$ cat src/rtl/clk_mgr_pkg.sv
// Shared types and default constants for the clock-enable / reset-sequencing manager.
package clk_mgr_pkg;

   typedef enum logic [1:0] {
      WAIT_LOCK,
      STABLE,
      RELEASE,
      RUN
   } clk_mgr_state_e;

   localparam int unsigned DEF_NUM_CH          = 4;
   localparam int unsigned DEF_DIV_W           = 8;
   localparam int unsigned DEF_LOCK_STABLE_CYC = 16;
   localparam int unsigned DEF_RST_GAP_CYC     = 4;

   // Width of a counter that must hold the values 0..n-1 (never narrower than 1 bit).
   function automatic int unsigned cnt_w(input int unsigned n);
      return (n <= 2) ? 1 : $clog2(n);
   endfunction

endpackage

$ cat src/rtl/bit_sync.sv
// Two-flop synchroniser bringing an asynchronous level into the sys_clk_i domain.
module bit_sync (
   input  logic sys_clk_i,
   input  logic sys_rst_i,
   input  logic d_i,
   output logic q_o
);

   logic meta_q;
   logic sync_q;

   // NOTE: non-blocking assignments so the second flop samples the first flop's pre-edge value.
   always_ff @(posedge sys_clk_i or posedge sys_rst_i) begin
      if (sys_rst_i) begin
         meta_q <= 1'b0;
         sync_q <= 1'b0;
      end else begin
         meta_q <= d_i;
         sync_q <= meta_q;
      end
   end

   assign q_o = sync_q;

endmodule

$ cat src/rtl/clk_en_rst_manager.sv
// Waits for a stable PLL lock, releases per-channel resets one by one, then
// generates per-channel clock-enable pulses from programmable divide ratios.
module clk_en_rst_manager
   import clk_mgr_pkg::*;
#(
   parameter int unsigned NUM_CH          = DEF_NUM_CH,
   parameter int unsigned DIV_W           = DEF_DIV_W,
   parameter int unsigned LOCK_STABLE_CYC = DEF_LOCK_STABLE_CYC,
   parameter int unsigned RST_GAP_CYC     = DEF_RST_GAP_CYC
) (
   input  logic                    sys_clk_i,
   input  logic                    sys_rst_i,
   input  logic                    pll_locked_i,
   input  logic                    sw_rst_i,
   input  logic                    cfg_load_i,
   input  logic [NUM_CH*DIV_W-1:0] div_ratio_i,
   output logic [NUM_CH-1:0]       clk_en_o,
   output logic [NUM_CH-1:0]       rstn_o,
   output logic                    ready_o
);

   localparam int unsigned STB_W = cnt_w(LOCK_STABLE_CYC);
   localparam int unsigned GAP_W = cnt_w(RST_GAP_CYC);
   localparam int unsigned IDX_W = cnt_w(NUM_CH);

   localparam logic [STB_W-1:0] STB_LAST = STB_W'(LOCK_STABLE_CYC - 1);
   localparam logic [GAP_W-1:0] GAP_LAST = GAP_W'(RST_GAP_CYC - 1);
   localparam logic [IDX_W-1:0] IDX_LAST = IDX_W'(NUM_CH - 1);

   clk_mgr_state_e    state_q, state_d;
   logic [STB_W-1:0]  stable_q, stable_d;
   logic [GAP_W-1:0]  gap_q, gap_d;
   logic [IDX_W-1:0]  idx_q, idx_d;
   logic [NUM_CH-1:0] rstn_q, rstn_d;
   logic [NUM_CH-1:0] clk_en_q, clk_en_d;
   logic              ready_q, ready_d;
   logic [DIV_W-1:0]  ratio_q [NUM_CH];
   logic [DIV_W-1:0]  ratio_d [NUM_CH];
   logic [DIV_W-1:0]  cnt_q   [NUM_CH];
   logic [DIV_W-1:0]  cnt_d   [NUM_CH];

   logic locked_s;
   logic abort;

   // Terminal count of a divider; ratios 0 and 1 both mean "every cycle".
   function automatic logic [DIV_W-1:0] last_cnt(input logic [DIV_W-1:0] r);
      return (r <= DIV_W'(1)) ? '0 : r - 1'b1;
   endfunction

   bit_sync u_lock_sync (
      .sys_clk_i (sys_clk_i),
      .sys_rst_i (sys_rst_i),
      .d_i       (pll_locked_i),
      .q_o       (locked_s)
   );

   assign abort = (state_q != WAIT_LOCK) && (!locked_s || sw_rst_i);

   always_comb begin
      // NOTE: every variable gets a default first, so no branch can infer a latch.
      state_d  = state_q;
      stable_d = stable_q;
      gap_d    = gap_q;
      idx_d    = idx_q;
      rstn_d   = rstn_q;
      ready_d  = 1'b0;

      unique case (state_q)
         WAIT_LOCK: begin
            stable_d = '0;
            gap_d    = '0;
            idx_d    = '0;
            rstn_d   = '0;
            if (locked_s && !sw_rst_i) state_d = STABLE;
         end
         STABLE: begin
            if (stable_q == STB_LAST) begin
               state_d  = RELEASE;
               stable_d = '0;
               gap_d    = '0;
               idx_d    = '0;
            end else begin
               stable_d = stable_q + 1'b1;
            end
         end
         RELEASE: begin
            if (gap_q == '0) rstn_d[idx_q] = 1'b1;
            if (gap_q == GAP_LAST) begin
               gap_d = '0;
               if (idx_q == IDX_LAST) state_d = RUN;
               else                   idx_d   = idx_q + 1'b1;
            end else begin
               gap_d = gap_q + 1'b1;
            end
         end
         RUN:     ready_d = 1'b1;
         default: state_d = WAIT_LOCK;
      endcase

      // Lock loss or software reset overrides whatever the sequence was doing.
      if (abort) begin
         state_d  = WAIT_LOCK;
         stable_d = '0;
         gap_d    = '0;
         idx_d    = '0;
         rstn_d   = '0;
         ready_d  = 1'b0;
      end
   end

   // Dividers restart from 0 on a ratio load; the pulse is suppressed on that edge.
   always_comb begin
      for (int k = 0; k < NUM_CH; k++) begin
         ratio_d[k]  = cfg_load_i ? div_ratio_i[k*DIV_W +: DIV_W] : ratio_q[k];
         cnt_d[k]    = '0;
         clk_en_d[k] = 1'b0;
         if (rstn_q[k] && !abort && !cfg_load_i) begin
            clk_en_d[k] = (cnt_q[k] == last_cnt(ratio_q[k]));
            cnt_d[k]    = clk_en_d[k] ? '0 : cnt_q[k] + 1'b1;
         end
      end
   end

   always_ff @(posedge sys_clk_i or posedge sys_rst_i) begin
      if (sys_rst_i) begin
         state_q  <= WAIT_LOCK;
         stable_q <= '0;
         gap_q    <= '0;
         idx_q    <= '0;
         rstn_q   <= '0;
         clk_en_q <= '0;
         ready_q  <= 1'b0;
         // NOTE: the ratio array is a small register file, not a RAM, so it is reset to a safe ratio of 1.
         for (int k = 0; k < NUM_CH; k++) begin
            ratio_q[k] <= DIV_W'(1);
            cnt_q[k]   <= '0;
         end
      end else begin
         state_q  <= state_d;
         stable_q <= stable_d;
         gap_q    <= gap_d;
         idx_q    <= idx_d;
         rstn_q   <= rstn_d;
         clk_en_q <= clk_en_d;
         ready_q  <= ready_d;
         ratio_q  <= ratio_d;
         cnt_q    <= cnt_d;
      end
   end

   assign clk_en_o = clk_en_q;
   assign rstn_o   = rstn_q;
   assign ready_o  = ready_q;

endmodule

$ cat config.mk
export PLATFORM = sky130hd
export DESIGN_NAME = clk_en_rst_manager
export DESIGN_NICKNAME = d
export VERILOG_FILES = /design/src/rtl/clk_mgr_pkg.sv /design/src/rtl/bit_sync.sv /design/src/rtl/clk_en_rst_manager.sv
export SDC_FILE = /design/constraint.sdc
export NUM_CORES = 1
export LEC_CHECK = 0
export BUFFER_PORTS_ARGS = -buffer_cell sky130_fd_sc_hd__buf_2
export CAP_MARGIN = 20
export CORE_MARGIN = 2
export CORE_UTILIZATION = 29
export CTS_BUF_LIST = sky130_fd_sc_hd__clkbuf_4 sky130_fd_sc_hd__clkbuf_8 sky130_fd_sc_hd__clkbuf_16
export CTS_CLUSTER_DIAMETER = 100
export DETAILED_ROUTE_END_ITERATION = 12
export PLACE_DENSITY = 0.5
export SYNTH_ARGS = -nofsm -noshare
export SYNTH_HDL_FRONTEND = slang
export SYNTH_SLANG_ARGS = --single-unit
$ cat constraint.sdc
create_clock -name sys_clk_i -period 3.6 [get_ports sys_clk_i]
set_input_delay 0.36 -clock sys_clk_i [delete_from_list [all_inputs] [get_ports sys_clk_i]]
set_output_delay 0.36 -clock sys_clk_i [all_outputs]
set_load 0.01 [all_outputs]
**Word-level counts from Yosys, hierarchy flattened**

Cells that the tools add are included.

- Output and inout bits: 9
- Logic and storage cells: 117
- Register bits: 85
- Bits of input ports: 37

- Reductions and logical operators: 26
- $lt $le $gt $ge: 6
- Equal/unequal tests: 16
- Muxes and demuxes: 40
- Bitwise operators: 1
- Add/sub/neg operators: 11

Operators with widths:

| kind | number |
|---|---|
| two-way mux 8 bit | 12 |
| adder 8 x 1 -> 8 bit (second input constant) | 4 |
| == test 8 bit | 4 |
| <= comparator 8 x 1 -> 1 bit (second input constant) | 4 |
| subtractor 8 x 1 -> 8 bit (second input constant) | 4 |
| two-way mux 2 bit | 11 |
| inequality test 3 bit (second input constant) | 6 |
| one-hot mux 2 bit (3 select lines) | 3 |
| two-way mux 4 bit | 4 |
| one-hot mux 4 bit (2 select lines) | 2 |
| logical AND 1 bit | 11 |
| == test 2 bit (second input constant) | 4 |
| two-way mux 1 bit | 7 |
| nonzero test 3 bit | 2 |
| AND reduction 5 bit | 1 |
| adder 2 x 1 -> 2 bit (second input constant) | 2 |
| adder 4 x 1 -> 4 bit (second input constant) | 1 |
| == test 4 bit (second input constant) | 1 |
| logical NOT 1 bit | 4 |
| logical NOT 2 bit | 2 |
| OR 4 bit | 1 |
| AND reduction 2 bit | 2 |
| AND reduction 4 bit | 1 |
| nonzero test 4 bit | 1 |
| other kinds (6) | 6 |

**Longest topological paths before layout**

Gate-level depths: netlist of the first run.

- Depth after elaboration: 8
- Depth in mapped cells: 9
- Depth with buffers taken out: 8

**Modules after synthesis**

Synthesis of the first run repeated with hierarchy kept, for this count alone.

- Cells, all modules: 532
- Area, all modules: 5195.0 µm²

Modules (own cells, without submodules):

| module | cells an instance | times used | area each (µm²) | sequential area each (µm²) |
|---|---|---|---|---|
| clk_en_rst_manager | 529 | 1 | 5141.2 | 2082.0 |
| bit_sync | 3 | 1 | 53.8 | 50.0 |

**Worst setup path before layout of the first run**

Ideal clock, no wire load.

- Kind: reg-to-reg
- From: register ratio_q[0] (netlist bit)
- To: register clk_en_q[3] (netlist: clk_en_o[3])
- Arrival: 2699 ps
- Path buffers: 1
- Clock period less this slack: 2767 ps
- Stages on the path, launching flop included: 10
- Setup slack: 833 ps
- Cells stage by stage: dfstp_2 inv_1 ha_1 clkbuf_1 or2_2 a2111oi_2 o21ai_0 a221o_1 nor4b_4 and3_1

- Word-level cells in the longest chain between the ends: 4

RTL lines:

| item | RTL line | source |
|---|---|---|
| from (decl) | clk_en_rst_manager.sv:37 | `logic [DIV_W-1:0] ratio_q [NUM_CH];` |
| from (signal assigned) | clk_en_rst_manager.sv:146 | `ratio_q <= ratio_d;` |
| subtractor 8 x 1 -> 8 bit or <= comparator 8 x 1 -> 1 bit (tied branches) | clk_en_rst_manager.sv:47 | `return (r <= DIV_W'(1)) ? '0 : r - 1'b1;` |
| two-way mux 8 bit (*) | clk_en_rst_manager.sv:47 |  |
| == test 8 bit (*) | clk_en_rst_manager.sv:118 | `clk_en_d[k] = (cnt_q[k] == last_cnt(ratio_q[k]));` |
| two-way mux 1 bit (*) | clk_en_rst_manager.sv:117 | `if (rstn_q[k] && !abort && !cfg_load_i) begin` |
| named net clk_en_d[3] | clk_en_rst_manager.sv:35 | `logic [NUM_CH-1:0] clk_en_q, clk_en_d;` |
| to (signal assigned) | clk_en_rst_manager.sv:144 | `clk_en_q <= clk_en_d;` |
| to (decl) | clk_en_rst_manager.sv:35 |  |

Mark *: on every way through the listed nets, which the timed path passes. The rest lies on a longest branch.
A chain may end at the register's enable or synchronous reset.

**Worst setup path after layout of the first run**

Same ends and word-level chain as after synthesis.

==> results by stage, run 1 <==
Run status:
- The flow ran to the end, and the final reports show no timing, DRC or antenna violations.

Finish:
- The fraction of final layout cells sized beyond drive strength 1 is 18.3%.
- The final design instance area without fill is 5980 um^2.
- From synthesis to final layout, the design area changed by 16.0%.
- In the final layout, the multi-input gates occupy 2840 um^2.
- The filler cell count in the final layout is 1772.
- The antenna diode count is 0.
- The register area is 2130 um^2.
- The net count of the finished layout is 646.

Worst setup path:
- Along the worst path, the maximum fanout reaches 9.
- The kind of critical path is register to register.
- The data required time of the critical path is 3.88 ns.
- Across all register-to-register paths, the minimum setup slack is 0.62 ns.
- The category of the worst setup path launch point is a register.
- STA classifies the critical path endpoint as a register.
- The data arrival at the endpoint of the critical path is 3.26 ns.

Detailed routing:
- In this run the remaining antenna-violating nets after routing total 0.
- The initial DRC count is 225.
- The pre-antenna-repair detailed-routing pass consisted of 4 iterations.
- The average detailed-routed wire length per instance is 14.4 um.
- After detailed routing, the number of remaining DRC violations is 0.
- The routed via count is 4103.
- The mean number of vias per cell is 5.03.
- The final wirelength is 11700 um.

Yosys:
- The commonest cells after synthesis are sky130_fd_sc_hd__dfrtp_1, sky130_fd_sc_hd__nand2_1, sky130_fd_sc_hd__nor2_1, sky130_fd_sc_hd__nor3_1, sky130_fd_sc_hd__nand3_1.
- The unique cell type count in the Yosys netlist is 65.
- In this run the cell area of the synthesized design comes to 5150 um^2.
- Yosys mapped a number of flops with a built-in enable equal to 0.
- In the synthesized netlist the dominant register cell turns out to be sky130_fd_sc_hd__dfrtp_1.
- The sequential area share after synthesis is 41.4%.
- The synthesized net count is 605.
- The cell taking the most area after synthesis is sky130_fd_sc_hd__dfrtp_1.
- Synthesis inferred 85 register bits.
- The most common cell in the netlist is sky130_fd_sc_hd__dfrtp_1.
- The share of synthesized area in the top cell type comes to 39.3%.
- Synthesis produced a netlist whose cell count is 545.
- After synthesis, the share of flip-flops with an asynchronous set or reset is 100%.
- Averaged over all synthesized cells, the footprint is 9.46 um^2.
- For this run, the number of Yosys warnings is 0.
- In the post-synthesis netlist, the biggest area contributors are sky130_fd_sc_hd__dfrtp_1, sky130_fd_sc_hd__ha_1, sky130_fd_sc_hd__mux2_2.

Placement:
- In this run the tool buffered the top-level ports with 45 buffer cells.
- The half-perimeter wire length after detailed placement is 8600 um.
- The placer congestion estimate is 0.823.
- The placed standard-cell area is 5610 um^2.

Floorplanning:
- The initialized floorplan defines 48 standard-cell rows.
- During I/O placement, the number of pins put on the boundary was 46.
- The floorplan step set the die height to 137 um.
- The starting utilization of the core area is 29.7%.
- In this run the horizontal extent of the chip is 137 um.
- The floorplan step defined a die boundary enclosing 18900 um^2.
- The core region is 17400 um^2.

CTS:
- Counting the buffers created by CTS gives 9.
- After clock tree synthesis, the flow added hold-fix buffers numbering 0.
- TritonCTS built the clock tree.
- The H-tree was split into 3 levels.
- The cell at the root of the clock tree is sky130_fd_sc_hd__clkbuf_16.
- CTS saw 85 sinks.
- The register clock-pin slew on the reported worst setup and hold paths is 0.06 ns.
- The clock tree buffer depth is 2.
- The number of buffers inserted by post-CTS setup repair is 0.
- The count of instances resized after the clock tree is built is 0.
- The clock reaches the later pin of the worst-skew pair after 0.34 ns.

STA:
- The final count of hold timing violations is 0.
- The final clock period utilization by the worst path is 82.7%.
- For the final database, setup skew stands at 0.00289 ns.
- Subtracting the final worst setup slack from the clock period gives 2.98 ns.
- Setup repair after global routing left no endpoint under its margin.
- The maximum clock frequency is 0.336 GHz.
- Setup violations remaining at the end of the flow were counted as 0.
- The max-slew violation total from the final report is 0.
- The pin slew with the least headroom to its limit is 0.865 ns.
- Measured against its own limit, the worst slew margin works out to 42.3%.
- Setup total negative slack on the finished layout was measured at 0 ns.
- The worst hold slack is 0.120 ns.

Power and ir drop:
- For this design the total switching power over the nets is 787 uW.
- The power share of the combinational group is 19.3%.
- The switching portion of total power is 28.4%.
- The internal power of the cells totals 1980 uW.
- The maximum VDD drop is 0.262 mV.
- In this run the static leakage power is 0.00256 uW.
- The cell area power density is 463 nW/um^2.
- The share of total power dissipated in sequential elements is 40.1%.
- Per report_power, the clock group accounts for 40.6% of the total.

Hold path:
- The path class of the lowest-slack min-delay path is input port to register.

Global route:
- The initial antenna violation count came to 0.
- The number of global-route vias before repair is 4093.
- The pin count of the biggest net entering global routing is 50.
- The first global-routing pass estimated 19900 um of wire.
- Global routing used 13.3% of the available tracks across all layers.
- Summed over all layers, the global routing overflow is 0.

Run:
- The number of max-cap violations is 0.
sequential cells by signal, indices dropped and copies added, names as in the netlist:
signal,cells
clk_en_o,4
cnt_q,32
gap_q,2
idx_q,2
ratio_q,32
ready_o,1
rstn_o,4
stable_q,4
state_q,2
u_lock_sync.meta_q,1
u_lock_sync.q_o,1
metal layers:
layer	vias up	wire [um]	global-route usage [%]	part of all wire (%)
met1	1981	5870	18.6	50
met4	0	158	4.24	1.3
met5	-	0	0	0
met3	15	520	3.31	4.4
met2	74	5190	20.1	44
li1	2033	-	-	-
metrics by stage:
stage / total power [uW] / worst slack [ns] / cells / util, %
after floorplan: 1510 / 0.833 / 545 / -
after global placement: 1650 / 0.653 / 800 / 32.3
after detailed placement: 1660 / 0.617 / 800 / 32.3
after CTS: 2810 / 0.604 / 816 / 34.4
after global routing: 2930 / 0.409 / 816 / 34.4
final: 2770 / 0.623 / 816 / 34.4
worst max-delay path, stage by stage (launching register included):
cell and delay [ns]:
sky130_fd_sc_hd__dfstp_2 0.60, sky130_fd_sc_hd__inv_1 0.10, sky130_fd_sc_hd__ha_1 0.30, sky130_fd_sc_hd__or2_2 0.33, sky130_fd_sc_hd__a2111oi_2 0.35, sky130_fd_sc_hd__o21ai_0 0.14, sky130_fd_sc_hd__a221o_1 0.37, sky130_fd_sc_hd__nor4b_4 0.51
sky130_fd_sc_hd__and3_1 0.22
cell families after synthesis:
family          synth area share [%]
simple gates                    22.8
xor+xnor                        8.16
mux                             5.36
fa+ha+maj                       5.58
buf+inv                         3.57
flops                           41.4
compound gates                  13.2
layout make-up:
cell class	instances	area share (%)
Clock inverter	3	1.51
Inverter	28	1.78
Tap cell	225	4.71
Sequential cell	85	35.7
Clock buffer	13	4.58
Multi-Input combinational cell	413	47.5
Timing Repair Buffer	49	4.27
final timing paths:
path / from / to / cells past startpoint
setup / recovery: ratio_q[0] / clk_en_o[3] / 8
hold / removal: pll_locked_i / u_lock_sync.meta_q / 1
setup reg to reg: ratio_q[0] / clk_en_o[3] / 8
hold reg to reg: u_lock_sync.meta_q / u_lock_sync.q_o / 0
max in group asynchronous: sys_rst_i / ratio_q[16] / 3
min in group asynchronous: sys_rst_i / ratio_q[7] / 2
power by group through the flow:
stage          logic [uW]  registers, uW  clock network [uW]
2_1_floorplan         419           1090                   0
3_3_place_gp          525           1120                   0
3_5_place_dp          535           1130                   0
4_1_cts               538           1110                1160
5_1_grt               608           1120                1200
6_report              533           1110                1120
placed cells by master (no fill, tap or decap), types with 4 or more instances in the layout:
master | netlist | layout
sky130_fd_sc_hd__dfrtp_1 | 81 | 81
sky130_fd_sc_hd__buf_2 | 0 | 45
sky130_fd_sc_hd__nand2_1 | 41 | 41
sky130_fd_sc_hd__nor2_1 | 35 | 35
sky130_fd_sc_hd__nor3_1 | 35 | 35
sky130_fd_sc_hd__nand3_1 | 30 | 30
sky130_fd_sc_hd__inv_1 | 28 | 27
sky130_fd_sc_hd__o21ai_0 | 24 | 24
sky130_fd_sc_hd__xor2_1 | 24 | 24
sky130_fd_sc_hd__xnor2_1 | 24 | 24
sky130_fd_sc_hd__ha_1 | 23 | 23
sky130_fd_sc_hd__mux2_2 | 21 | 21
sky130_fd_sc_hd__a21oi_1 | 21 | 21
sky130_fd_sc_hd__and3_1 | 12 | 12
sky130_fd_sc_hd__or3_1 | 11 | 11
sky130_fd_sc_hd__clkbuf_16 | 0 | 9
sky130_fd_sc_hd__nor2b_1 | 8 | 8
sky130_fd_sc_hd__nor3b_1 | 7 | 7
sky130_fd_sc_hd__nor4_1 | 6 | 6
sky130_fd_sc_hd__a31oi_1 | 5 | 5
sky130_fd_sc_hd__nand4_1 | 5 | 5
sky130_fd_sc_hd__or2_2 | 5 | 5
sky130_fd_sc_hd__o211ai_1 | 5 | 5
sky130_fd_sc_hd__nand2b_1 | 4 | 4
sky130_fd_sc_hd__mux2i_1 | 4 | 4
sky130_fd_sc_hd__o21a_1 | 4 | 4
sky130_fd_sc_hd__o31ai_1 | 4 | 4
sky130_fd_sc_hd__buf_4 | 0 | 4
sky130_fd_sc_hd__dfstp_2 | 4 | 4
Note: power is estimated with default switching activity, not from simulation.
==> run 2: changes to the inputs <==
--- a/config.mk
+++ b/config.mk
@@ -12,7 +12,7 @@
 export CTS_BUF_LIST = sky130_fd_sc_hd__clkbuf_4 sky130_fd_sc_hd__clkbuf_8 sky130_fd_sc_hd__clkbuf_16
 export CTS_CLUSTER_DIAMETER = 100
 export DETAILED_ROUTE_END_ITERATION = 12
-export PLACE_DENSITY = 0.5
+export PLACE_DENSITY = 0.51
 export SYNTH_ARGS = -nofsm -noshare
 export SYNTH_HDL_FRONTEND = slang
 export SYNTH_SLANG_ARGS = --single-unit
==> constraint.sdc (replaced) <==
create_clock -name sys_clk_i -period 2.7 [get_ports sys_clk_i]
set_input_delay 0.27 -clock sys_clk_i [delete_from_list [all_inputs] [get_ports sys_clk_i]]
set_output_delay 0.27 -clock sys_clk_i [all_outputs]
set_load 0.01 [all_outputs]
==> run 2 against run 1 <==
Register-to-register slack got worse by 0.48 ns. Sequential share of layout area decreased by 0.53 points. Fmax increased by 16%. Critical endpoint unchanged. Critical path depth increased by 1. Clock power increased by 12%. Die area unchanged. Routed wire length increased by 1.2%. Count of clock-buffer cells in the layout decreased by 2.
==> results by stage, run 2 (synthesis results as in run 1) <==
Detailed routing:
- The first-pass iteration count of the detailed router came to 4 (unchanged).
- The routed via count is 4117 (+0.34%).
- The initial DRC count is 232 (+3.1%).
- The remaining design rule violation count was 0 (unchanged).
- The final wirelength is 11900 um (+1.2%).
- The number of routed nets with antenna violations came to 0 (unchanged).
- The average detailed-routed wire length per instance is 14.3 um (-0.47%).
- The mean number of vias per cell is 4.96 (-1.4%).

CTS:
- The clock tree from TritonCTS is built.
- The deepest level of the CTS H-tree is 3 (unchanged).
- The TritonCTS sink count came to 85 (unchanged).
- The number of buffers added by the clock tree synthesis step was 9 (unchanged).
- The clock tree buffer depth is 2 (unchanged).
- The cell at the root of the clock tree is sky130_fd_sc_hd__clkbuf_16.
- The clock latency at the later pin of the worst-skew pair is 0.35 ns (about the same).
- The register clock-pin slew on the reported worst setup and hold paths came to 0.07 ns (about the same).

Hold path:
- The number of stages on the worst hold path is 1 (unchanged).
- The worst hold path belongs to the class input port to register.

Worst setup path:
- The count of cell instances traversed by the critical path is 9 (+1).
- The delay of the slowest critical-path stage was 0.59 ns (about the same).
- The data required time of the critical path came to 2.99 ns (-0.89 ns).
- The category of the worst setup path launch point is a register.
- The count of buffer and inverter cells on the critical path is 2 (+1).
- The length in cells of the worst reg-to-reg path was 9 (+1).
- The data arrival at the endpoint of the critical path is 2.85 ns (-0.41 ns).
- Traced cell by cell, the critical path runs through inv_1 > ha_1 > or2_4 > a2111oi_4 > o21ai_1 > a221o_1 > nor4b_4 > buf_6 > and3_1.
- The element type at the critical path end is a register.
- The largest fanout on the critical path is 9 (unchanged).
- The largest individual stage delay along the critical path comes from the cell sky130_fd_sc_hd__dfstp_2.
- The critical path is of the register to register type.
- The largest delay contributor family on the critical path is compound AO/OA/AOI/OAI gates.

Global route:
- The initial antenna violation count is 0 (unchanged).
- The leftover overflow at the end of global routing came to 0 (unchanged).
- The number of global-route vias before repair is 4109 (+0.39%).
- The combined global-route utilization of all metal layers was 13.5% (+0.21 points).
- The wire length of the first global-routing pass is 20100 um (+1.0%).
- The pin count of the biggest net entering global routing is 55 (+10%).

STA:
- The final sum of negative setup slack was 0 ns (unchanged).
- The worst slew slack as a fraction of its limit is 60.9% (+19 points).
- The maximum clock frequency came to 0.390 GHz (+16%).
- The shortest clock period the worst path allows after layout is 2.56 ns (-0.415 ns).
- The final count of negative-setup-slack endpoints came to 0 (unchanged).
- Setup repair after global routing left no endpoint under its margin.
- The final clock period utilization by the worst path was 94.9% (+12 points).
- The final count of hold timing violations was 0 (unchanged).
- The pin slew with the least headroom to its limit came to 0.585 ns (-0.280 ns).
- The worst hold slack is 0.0287 ns (-0.0912 ns).
- The final setup skew is 0.00774 ns (+0.00485 ns).
- The max-slew violation total from the final report is 0 (unchanged).

Power and ir drop:
- The leakage power came to 0.00261 uW (+2.2%).
- The power after layout is 3470 uW (+25%).
- The switching power summed over all nets is 1050 uW (+34%).
- The power share of the combinational group is 21.7% (+2.4 points).
- The sequential group share of total power was 42.4% (+2.3 points).
- The cell area power density is 572 nW/um^2 (+24%).
- The internal portion of total power is 2420 uW (+22%).
- The maximum VDD drop is 0.298 mV (+14%).
- The switching portion of total power is 30.4% (+1.9 points).
- The proportion of power drawn by the clock network came to 35.9% (-4.7 points).

Floorplanning:
- The die area was 18900 um^2 (unchanged).
- The floorplan die width is 137 um (unchanged).
- The cell row count is 48 (unchanged).
- The starting utilization of the core area is 29.7% (unchanged).
- The area of the core was 17400 um^2 (unchanged).
- The die outline height is 137 um (unchanged).
- The number of top-level pins is 46 (unchanged).

Placement:
- The placer congestion estimate is 0.840 (+2.1%).
- The half-perimeter wire length after detailed placement is 8690 um (+1.1%).
- The count of input and output buffers is 45 (unchanged).

Finish:
- The net count of the finished layout is 660 (+2.2%).
- The fraction of final layout cells sized beyond drive strength 1 came to 20.5% (+2.2 points).
- Leaving out fill and tap cells, the most frequent cells in the layout are sky130_fd_sc_hd__dfrtp_1, sky130_fd_sc_hd__buf_2, sky130_fd_sc_hd__nand2_1.
- Leaving out fill and tap cells, the most frequent cell in the layout is sky130_fd_sc_hd__dfrtp_1.
- The growth of design area from synthesis to finish is 17.7%.
- The antenna diode count is 0 (unchanged).
- The largest registers in the layout are cnt_q x32, ratio_q x32.
- The filler cell count in the final layout is 1759 (-0.73%).

Run status:
- The flow ran to the end, and the final reports show no timing, DRC or antenna violations.

Run:
- The number of max-cap violations is 0 (unchanged).
==> run 2: repair_timing <==
action / in CTS / in global routing
hold buffers: 1 / 0
setup buffers: 0 / 2
endpoints found under the hold margin: 30 / 0
gates resized for setup: 0 / 6
endpoints found under the setup margin: 0 / 18
==> run 2: layout make-up <==
| type | instances | area [um^2] | area share (%) |
|---|---|---|---|
| clock buffer | 11 | 246 | 4.06 |
| clock inverter | 5 | 50.0 | 0.825 |
| tap | 225 | 282 | 4.64 |
| sequential | 85 | 2130 | 35.1 |
| inverter | 28 | 106 | 1.75 |
| multi-input combinational | 413 | 2880 | 47.4 |
| timing repair buffer | 63 | 377 | 6.21 |
==> run 2: layer usage <==
layer | up-vias | global-route usage, % | routed length (um)
li1 | 2061 | - | -
met1 | 1980 | 17.6 | 5710
met2 | 67 | 21.6 | 5530
met3 | 9 | 4.23 | 517
met4 | 0 | 3.67 | 121
met5 | - | 0 | 0
==> run 2: final timing paths <==
kind / start / endpoint / slack (ns)
worst max-delay path: ratio_q[0] / clk_en_o[3] / 0.14
worst min-delay path: pll_locked_i / u_lock_sync.meta_q / 0.03
worst max register to register: ratio_q[0] / clk_en_o[3] / 0.14
worst min register to register: u_lock_sync.meta_q / u_lock_sync.q_o / 0.36
max in group asynchronous: sys_rst_i / ratio_q[16] / 1.46
min in group asynchronous: sys_rst_i / gap_q[1] / 0.51
==> run 2: metrics by stage <==
step | instance area, um^2 | cells | setup WS (ns) | util, %
3_5_place_dp | 5720 | 810 | 0.0972 | 32.9
4_1_cts | 6020 | 827 | 0.0904 | 34.7
5_1_grt | 6070 | 830 | 0.00637 | 35.0
3_3_place_gp | 5720 | 810 | 0.152 | 32.9
6_report | 6070 | 830 | 0.138 | 35.0
2_1_floorplan | 5170 | 545 | 0.0558 | -
==> run 2: power by group through the flow <==
stage	clock, uW	combinational (uW)	sequential (uW)
6_report	1250	753	1470
5_1_grt	1350	862	1480
4_1_cts	1290	752	1470
3_5_place_dp	0	747	1490
3_3_place_gp	0	734	1490
2_1_floorplan	0	563	1460
==> run 3: changes to the inputs <==
--- a/config.mk
+++ b/config.mk
@@ -8,11 +8,12 @@
 export BUFFER_PORTS_ARGS = -buffer_cell sky130_fd_sc_hd__buf_2
 export CAP_MARGIN = 20
 export CORE_MARGIN = 2
-export CORE_UTILIZATION = 29
+export CORE_UTILIZATION = 50
 export CTS_BUF_LIST = sky130_fd_sc_hd__clkbuf_4 sky130_fd_sc_hd__clkbuf_8 sky130_fd_sc_hd__clkbuf_16
 export CTS_CLUSTER_DIAMETER = 100
 export DETAILED_ROUTE_END_ITERATION = 12
-export PLACE_DENSITY = 0.51
+export MAX_ROUTING_LAYER = met4
+export PLACE_DENSITY = 0.76
 export SYNTH_ARGS = -nofsm -noshare
 export SYNTH_HDL_FRONTEND = slang
 export SYNTH_SLANG_ARGS = --single-unit
==> run 3 against run 2 <==
Global-route usage up 8.0 points. Cell count shrank 10%. Register-to-register slack got worse by 0.06 ns. Highest routed layer unchanged. First-iteration DRC count up 27%. Flip-flop and latch count unchanged. Design area fell by 1.9%. Total power shrank 4.2%. Hold slack improved by 0.084 ns. Clock power down 13%.
==> results by stage, run 3 (synthesis results as in run 1) <==
Worst setup path:
- The setup slack on the worst flop-to-flop path is 0.08 ns (-0.06 ns).
- The start point of the critical path is ratio_q[0].
- The worst register-to-register path ends at cnt_q[6].
- The element type at the critical path end is a register.
- STA classifies the critical path startpoint as a register.
- The launch point of the worst reg-to-reg path is ratio_q[0].
- The data arrival at the endpoint of the critical path is 2.86 ns (about the same).
- The data required time of the critical path is 2.94 ns (-0.05 ns).
- The largest fanout on the critical path is 4 (-5).
- The critical path is of the register to register type.
- The length in cells of the worst reg-to-reg path is 9 (unchanged).

Detailed routing:
- The routed via count came to 4273 (+3.8%).
- The first-pass iteration count of the detailed router was 5 (+1).
- The remaining design rule violation count is 0 (unchanged).
- The initial DRC count is 294 (+27%).
- The number of routed nets with antenna violations is 0 (unchanged).
- The mean number of vias per cell is 5.73 (+15%).
- The final wirelength is 11400 um (-3.9%).
- The average detailed-routed wire length per instance is 15.3 um (+6.9%).

Finish:
- The filler cell count in the final layout is 927 (-47%).
- The commonest non-fill, non-tap cell in the layout is sky130_fd_sc_hd__dfrtp_1.
- The net count of the finished layout is 665 (+0.76%).
- The largest registers in the layout are cnt_q x32, ratio_q x32.
- In the layout the commonest cells are sky130_fd_sc_hd__dfrtp_1, sky130_fd_sc_hd__buf_2, sky130_fd_sc_hd__nand2_1.
- The antenna diode count is 0 (unchanged).
- The fraction of final layout cells sized beyond drive strength 1 is 21.3% (+0.82 points).
- The final design instance area without fill is 5950 um^2 (-1.9%).
- The area growth from synthesis to layout is 15.4%.
- The final standard cell count with taps included and fillers excluded is 746 (-10%).

CTS:
- The TritonCTS sink count came to 85 (unchanged).
- The number of buffers added by the clock tree synthesis step is 9 (unchanged).
- The clock tree buffer depth is 2 (unchanged).
- The deepest level of the CTS H-tree is 3 (unchanged).
- The clock latency at the later pin of the worst-skew pair was 0.36 ns (about the same).
- The cell at the root of the clock tree is sky130_fd_sc_hd__clkbuf_8.
- The register clock-pin slew on the reported worst setup and hold paths is 0.09 ns (+0.02 ns).
- The clock tree from TritonCTS is built.

Power and ir drop:
- The leakage power came to 0.00260 uW (-0.65%).
- The internal portion of total power is 2300 uW (-4.7%).
- The cell area power density is 559 nW/um^2 (-2.3%).
- The proportion of power drawn by the clock network is 32.8% (-3.1 points).
- The power share of the combinational group is 23.1% (+1.4 points).
- The maximum VDD drop is 0.397 mV (+33%).
- The switching power summed over all nets came to 1020 uW (-3.1%).
- The sequential group share of total power is 44.1% (+1.7 points).
- The switching portion of total power is 30.7% (+0.35 points).

Placement:
- The placer congestion estimate is 0.901 (+7.3%).
- The half-perimeter wire length after detailed placement is 8120 um (-6.5%).
- The number of placed instances, taps included is 721 (-11%).
- The placed standard-cell area was 5610 um^2 (-1.9%).
- The count of input and output buffers is 45 (unchanged).

Global route:
- The pin count of the biggest net entering global routing is 64 (+16%).
- The initial antenna violation count is 0 (unchanged).
- The number of global-route vias before repair is 4165 (+1.4%).
- The leftover overflow at the end of global routing was 0 (unchanged).
- The wire length of the first global-routing pass is 19000 um (-5.2%).
- The combined global-route utilization of all metal layers is 21.5% (+8.0 points).

Floorplanning:
- The floorplan die width is 106 um (-23%).
- The die area is 11100 um^2 (-41%).
- The cell row count is 37 (-23%).
- The starting utilization of the core area is 50.6% (+21 points).
- The area of the core is 10200 um^2 (-41%).
- The number of top-level pins is 46 (unchanged).
- The die outline height was 106 um (-23%).

Hold path:
- In this run the worst hold path is classified as input port to register.
- The number of stages on the worst hold path was 3 (+2).
- In this run the most critical hold path is launched from div_ratio_i[28].
- The path with the worst hold slack has its endpoint at ratio_q[4].

STA:
- The worst slew slack as a fraction of its limit is 67.5% (+6.5 points).
- The max-slew violation total from the final report came to 0 (unchanged).
- The final count of hold timing violations is 0 (unchanged).
- The final count of negative-setup-slack endpoints was 0 (unchanged).
- The final clock period utilization by the worst path was 96.9% (+2.0 points).
- The final sum of negative setup slack is 0 ns (unchanged).
- The pin slew with the least headroom to its limit is 0.484 ns (-0.102 ns).
- The maximum clock frequency is 0.382 GHz (-2.1%).
- The final setup skew was 0.0111 ns (+0.00333 ns).
- The shortest clock period the worst path allows after layout came to 2.62 ns (+0.0553 ns).

Run:
- The number of max-cap violations is 0 (unchanged).

Run status:
- The run finished with clean final reports.
## run 3: power by group through the flow
stage / registers [uW] / logic (uW) / clock network (uW)
4_1_cts: 1460 / 752 / 1110
3_5_place_dp: 1490 / 746 / 0
2_1_floorplan: 1460 / 563 / 0
3_3_place_gp: 1480 / 713 / 0
6_report: 1470 / 770 / 1090
5_1_grt: 1480 / 865 / 1170
## run 3: per-stage QoR
| step | hold slack, ns | util (%) | total power [uW] | setup WS, ns |
|---|---|---|---|---|
| 6_report | 0.112 | 58.4 | 3320 | 0.0825 |
| 5_1_grt | 0.126 | 58.4 | 3510 | -0.0350 |
| 4_1_cts | 0.00130 | 57.5 | 3320 | 0.0193 |
| 3_5_place_dp | 0.280 | 55.0 | 2230 | 0.0304 |
| 3_3_place_gp | 0.271 | 55.0 | 2190 | 0.171 |
| 2_1_floorplan | 0.301 | - | 2020 | 0.0558 |
## run 3: repair_timing
action                                 CTS  global route
setup buffers                            0             6
setup endpoints to repair                0            18
endpoints found under the hold margin   22             1
resized for setup                        0             7
hold buffers                             1             1
## run 3: how the worst max path moves through the flow
| stage | endpoint | slack, ns | cells past startpoint |
|---|---|---|---|
| 2_1_floorplan | clk_en_o[3] | 0.06 | 9 |
| 3_3_place_gp | clk_en_o[1] | 0.17 | 6 |
| 3_5_place_dp | cnt_q[21] | 0.03 | 8 |
| 4_1_cts | clk_en_o[1] | 0.02 | 8 |
| 5_1_grt | cnt_q[4] | -0.04 | 9 |
| 6_report | cnt_q[6] | 0.08 | 9 |
## run 3: critical path, stage by stage, from the launching register on
cell,delay [ns]
sky130_fd_sc_hd__dfstp_2,0.39
sky130_fd_sc_hd__buf_4,0.14
sky130_fd_sc_hd__or4_4,0.53
sky130_fd_sc_hd__buf_4,0.16
sky130_fd_sc_hd__a2111oi_4,0.23
sky130_fd_sc_hd__o21ai_1,0.11
sky130_fd_sc_hd__a221o_1,0.37
sky130_fd_sc_hd__nor4b_4,0.32
sky130_fd_sc_hd__buf_2,0.20
sky130_fd_sc_hd__nor3_1,0.06
## run 3: routing by layer
layer	vias up	share of wire, %	track usage [%]
li1	2081	-	-
met1	2067	45	27.8
met2	107	49	35.2
met3	18	4.3	3.83
met4	0	1.5	5.92
met5	-	0	-
## run 3: cell type report
class / count / area (um^2) / share of cell area [%]
multi-input combinational: 413 / 2880 / 48.4
sequential: 85 / 2130 / 35.8
timing repair buffer: 68 / 417 / 7.00
tap: 136 / 170 / 2.86
clock buffer: 10 / 131 / 2.21
clock inverter: 6 / 111 / 1.87
inverter: 28 / 106 / 1.79
